[src/rtl/seg7_scan_ctrl.sv]
// seg7_scan_ctrl: binary-to-BCD conversion (double-dabble) plus a
// time-multiplexed scan driver for an 8-digit active-low 7-segment display.
module seg7_scan_ctrl #(
  parameter int unsigned REFRESH_LIMIT = 100000,
  parameter bit          BLANK_LEADING = 1'b1
) (
  input  logic        clk,
  input  logic        reset,
  input  logic [31:0] in_value,
  input  logic        in_valid,
  output logic        in_ready,
  output logic        busy,
  output logic        done,
  output logic        overflow,
  output logic [7:0]  catodes,
  output logic [7:0]  anodes
);

  localparam int unsigned VAL_W  = 32;
  localparam int unsigned CNT_W  = $clog2(REFRESH_LIMIT);
  localparam int unsigned SHFT_W = 5;
  localparam logic [CNT_W-1:0]  REFRESH_LAST = CNT_W'(REFRESH_LIMIT - 1);
  localparam logic [SHFT_W-1:0] SHIFT_LAST   = SHFT_W'(VAL_W - 1);
  localparam logic [VAL_W-1:0]  OVF_THRESH   = VAL_W'(100000000);

  typedef enum logic [1:0] {
    S_IDLE  = 2'd0,
    S_SHIFT = 2'd1,
    S_DONE  = 2'd2
  } state_t;

  state_t              state;
  logic [VAL_W-1:0]    bin;
  logic [VAL_W-1:0]    bcd;
  logic [SHFT_W-1:0]   shift_cnt;
  logic                ovf_pend;
  logic [VAL_W-1:0]    disp;
  logic [CNT_W-1:0]    ref_cnt;
  logic [2:0]          idx;

  logic [2:0]          msd_c;
  logic [3:0]          digit_c;
  logic [7:0]          sel_c;
  logic                blank_c;

  // One double-dabble step: add 3 to every nibble >= 5, then shift {bcd, bin} left.
  function automatic logic [2*VAL_W-1:0] dd_step(input logic [VAL_W-1:0] acc,
                                                 input logic [VAL_W-1:0] src);
    logic [VAL_W-1:0] adj;
    adj = acc;
    for (int i = 0; i < 8; i++) begin
      if (acc[4*i +: 4] >= 4'd5) adj[4*i +: 4] = acc[4*i +: 4] + 4'd3;
    end
    return {adj, src} << 1;
  endfunction

  // Active-low segment pattern, decimal point held off.
  function automatic logic [7:0] seg_code(input logic [3:0] d);
    case (d)
      4'd0:    return 8'hC0;
      4'd1:    return 8'hF9;
      4'd2:    return 8'hA4;
      4'd3:    return 8'hB0;
      4'd4:    return 8'h99;
      4'd5:    return 8'h92;
      4'd6:    return 8'h82;
      4'd7:    return 8'hF8;
      4'd8:    return 8'h80;
      4'd9:    return 8'h90;
      default: return 8'hBF;
    endcase
  endfunction

  // Conversion FSM: accept, shift 32 times, commit to the display register.
  always_ff @(posedge clk) begin
    if (reset) begin
      state     <= S_IDLE;
      in_ready  <= 1'b1;
      busy      <= 1'b0;
      done      <= 1'b0;
      overflow  <= 1'b0;
      bin       <= '0;
      bcd       <= '0;
      shift_cnt <= '0;
      ovf_pend  <= 1'b0;
      disp      <= '0;
    end else begin
      done <= 1'b0;
      case (state)
        S_IDLE: begin
          if (in_valid && in_ready) begin
            bin       <= in_value;
            bcd       <= '0;
            shift_cnt <= '0;
            ovf_pend  <= (in_value >= OVF_THRESH);
            in_ready  <= 1'b0;
            busy      <= 1'b1;
            state     <= S_SHIFT;
          end
        end
        S_SHIFT: begin
          {bcd, bin} <= dd_step(bcd, bin);
          shift_cnt  <= shift_cnt + SHFT_W'(1);
          if (shift_cnt == SHIFT_LAST) state <= S_DONE;
        end
        S_DONE: begin
          disp     <= bcd;
          overflow <= ovf_pend;
          done     <= 1'b1;
          in_ready <= 1'b1;
          busy     <= 1'b0;
          state    <= S_IDLE;
        end
        default: state <= S_IDLE;
      endcase
    end
  end

  // Free-running refresh counter; the digit index advances at terminal count.
  always_ff @(posedge clk) begin
    if (reset) begin
      ref_cnt <= '0;
      idx     <= '0;
    end else if (ref_cnt == REFRESH_LAST) begin
      ref_cnt <= '0;
      idx     <= idx + 3'd1;
    end else begin
      ref_cnt <= ref_cnt + CNT_W'(1);
    end
  end

  // Most significant nonzero digit, current digit and its blanking decision.
  always_comb begin
    msd_c = '0;
    for (int i = 1; i < 8; i++) begin
      if (disp[4*i +: 4] != 4'd0) msd_c = 3'(i);
    end
    digit_c = disp[{idx, 2'b00} +: 4];
    sel_c   = ~(8'h01 << idx);
    blank_c = BLANK_LEADING && (idx > msd_c);
  end

  // Registered pin drive: overflow shows all 9s, blanked slots turn everything off.
  always_ff @(posedge clk) begin
    if (reset) begin
      anodes  <= 8'hFF;
      catodes <= 8'hFF;
    end else if (overflow) begin
      anodes  <= sel_c;
      catodes <= 8'h90;
    end else if (blank_c) begin
      anodes  <= 8'hFF;
      catodes <= 8'hFF;
    end else begin
      anodes  <= sel_c;
      catodes <= seg_code(digit_c);
    end
  end

endmodule
[config.mk]
export PLATFORM = sky130hd
export DESIGN_NAME = seg7_scan_ctrl
export DESIGN_NICKNAME = d
export VERILOG_FILES = /design/src/rtl/seg7_scan_ctrl.sv
export SDC_FILE = /design/constraint.sdc
export NUM_CORES = 1
export LEC_CHECK = 0
export ABC_AREA = 1
export BUFFER_PORTS_ARGS = -buffer_cell sky130_fd_sc_hd__buf_2
export CAP_MARGIN = 20
export CORE_MARGIN = 1.5
export CORE_UTILIZATION = 50
export DETAILED_ROUTE_END_ITERATION = 10
export PLACE_DENSITY = 0.7
export SYNTH_ARGS = -nofsm -noshare
export SYNTH_HDL_FRONTEND = slang
export SYNTH_SLANG_ARGS = --single-unit
[constraint.sdc]
create_clock -name clk -period 3.3 [get_ports clk]
set_input_delay 0.66 -clock clk [delete_from_list [all_inputs] [get_ports clk]]
set_output_delay 0.66 -clock clk [all_outputs]
set_load 0.02 [all_outputs]
==> run summary <==
Status = completed
Post-synth top area share = 42.5%
Hold path startpoint = ref_cnt[15]
Row cnt = 42
CP arrival = 2.78 ns
Clock power share = 51.7%
Fraction of the mapped netlist area in compound gates = 16.1%
Post-Route WL = 14000 um
Startpoint Class = flip-flop
Static leakage = 3.04 nW
Main combinational cell family by area after synthesis = simple AND/OR/NAND/NOR gates
Reg clk slew, reported paths = 0.06 ns
Core ar. = 13200 um2
Overflow left after global routing = 0
Reg-to-Reg Start = disp[16]
Net Sw Power = 926 uW
Drt wl/cell = 12.6 um
Largest net degree at the start of global routing = 56
Xor/xnor share of the synthesized area = 1.17%
R2R cell count = 11
Post-place setup slack = 0.882 ns
Finished Core Util = 58.3%
Via count = 5787
Share of cells above drive strength 1 = 12.8%
Drt drc = 0
Post-synthesis mux area share = 0%
Hold_buf cts = 0
Library cells used by synthesis = 43
Int Power = 3.32 mW
Area Growth Syn to Fin = 14.3%
# diodes = 0
Reg power frac = 42.3%
Worst Setup SP = disp[16]
First-pass GRT wire length = 24300 um
Unrepaired setup endpoints after global routing = no
Resize count post-CTS = 0
Synthesized-area fraction occupied by adder cells = 6.13%
Final period util = 73.4%
Average size of a mapped cell = 7.58 um2
Worst hold path depth = 2
Fin nets = 994
Post-synthesis sequential area ratio = 42.5%
Slew margin rel. = 45.7%
Die area = 14200 um2
CP Class = reg2reg
CP bufs+invs = 2
Routability cong. = 0.850
Synth Warn # = 0
Worst-Margin Slew = 0.814 ns
Crit Path Max Fanout = 9
Final WS setup = 0.877 ns
Syn Inst Count = 888
Post-Route Skew = 0.00853 ns
Post-Synth Simple-Gate Area = 24.3%
Power share of the combinational group = 5.9%
Port-buffer cells = 53
Total CTS buffers = 17
Critical Path RT = 3.66 ns
CTS Sinks = 143
Fin Setup TNS = 0 ns
TritonCTS clock tree = yes
Post-CTS Setup Inserts = 0
H-Tree Depth = 4
Crit-path cells = nor4_1 > nand2_1 > a21oi_1 > nor2_1 > ha_1 > nand3b_1 > a32oi_1 > inv_1 > o21ai_0 > clkinv_1 > nand3_1
Syn Nets = 956
Commonest non-fill, non-tap cell in the layout = nand2_1
Vias/cell = 5.19
CP delay by family, top = simple AND/OR/NAND/NOR gates
Clk root buf = clkbuf_16
Hold Violations, Final = 0
Max clock buf depth = 2
Cell accounting for the most synthesized area = dfxtp_1
Switching Fraction = 21.8%
Hold EP = ref_cnt[15]
Power per cell area = 552 nW/um2
Top area cells in the synthesized netlist = dfxtp_1, nand2_1, ha_1
Initial Util = 51.1%
Worst min path class = reg2reg
Reg2reg end = anodes[0]
Endpoint type of the worst setup path = flip-flop
Peak VDD IR = 0.353 mV
Netlist Area Pre-Place = 6740 um2
ANT nets after route = 0
Fmax = 413 MHz
Total GRT Usage = 20.8%
Fin crit period = 2.42 ns
Vias in the first global route = 5380
Commonest cells after routing, fill and taps aside = nand2_1, dfxtp_1, inv_1
Pre-antenna DRT Iters = 5
IO Pins = 55
Slowest-stage cell, CP = nor4_1
Antenna violations before repair = 0
Final setup vio count = 0
Clock latency on the worst-skew pair = 0.43 ns
Die Span Y = 119 um
Tot Pwr = 4.25 mW
Max-cap violations = 0
R2R Setup Slk = 0.88 ns
#FFs+latches synth = 143
Max incr delay on CP = 0.42 ns
Die width = 119 um
Pins over their slew limit = 0
DP HPWL = 9340 um
Initial DRC Count = 407
==> power groups by stage <==
stage	clock network [mW]	registers (mW)	logic (mW)
2_1_floorplan	0	1.84	0.181
3_3_place_gp	0	1.84	0.252
3_5_place_dp	0	1.84	0.254
4_1_cts	2.23	1.80	0.254
5_1_grt	2.30	1.80	0.282
6_report	2.20	1.80	0.253
==> cells by family (layout without fill, tap and decap cells) <==
group / after synthesis / in the layout
adders and majority gates: 33 / 33
and+or+nand+nor: 363 / 363
AOI/OAI and AO/OA: 192 / 192
xor gates and xnor gates: 9 / 9
buffers and inverters: 147 / 197
other: 1 / 1
DFF: 143 / 143
==> tightest hold or removal path, delay by kind of cell (launching register included) <==
| family | cells | cell delay [ns] |
|---|---|---|
| simple gates | 1 | 0.06 |
| compound gates | 1 | 0.05 |
| flops | 1 | 0.31 |
==> area by class of cell <==
type,count,area [um2]
sequential,143,2860
clock inverter,11,210
fill,1206,5490
multi-input combinational,598,3210
clock buffer,20,467
inverter,109,414
tap,176,220
timing repair buffer,57,308
==> through the flow <==
step	hold slack [ns]	instances	instance area, um2
finish	0.462	1114	7700
global placement	0.443	1083	7020
CTS	0.453	1114	7700
floorplan	0.423	888	6740
detailed placement	0.451	1083	7020
global route	0.460	1114	7700
==> metal layers <==
metal  global-route usage, %  share of wire [%]  routed length, um
met1                    26.5                 48               6710
met2                    34.6                 47               6630
met3                    5.51                3.9                543
met4                    6.02                1.0                144
met5                       0                  0                  0
==> state kept, by name, summed over array words and instances (netlist names), 2 cells and up <==
register / count
ref_cnt: 17
state: 2
disp: 32
bcd: 32
shift_cnt: 5
anodes: 8
catodes: 7
bin: 32
idx: 3
==> Yosys cell counts (all sizes together) <==
cell type and instances:
nand4 8, a22oi 17, o21ai 45, o211ai 3, or2 8, o22ai 28
nor3b 3, nor4 10, a21oi 83, dfxtp 143, a31oi 14, a32oi 1
nor2 42, clkinv 1, ha 33, conb 1, inv 108, nor3 18
xnor2 1, clkbuf 7, xor2 8, a211oi 1, nand3 69, nand3b 1
buf 31, nand2 204
==> how the worst max path moves through the flow <==
stage | depth (start not counted) | to | slack [ns]
final | 11 | anodes[0] | 0.88
after global routing | 13 | anodes[0] | 0.51
after CTS | 11 | anodes[0] | 0.86
after detailed placement | 11 | anodes[0] | 0.88
after global placement | 13 | anodes[5] | 0.91
after floorplan | 11 | anodes[0] | 1.27
Power figures use the tool's default switching activity.
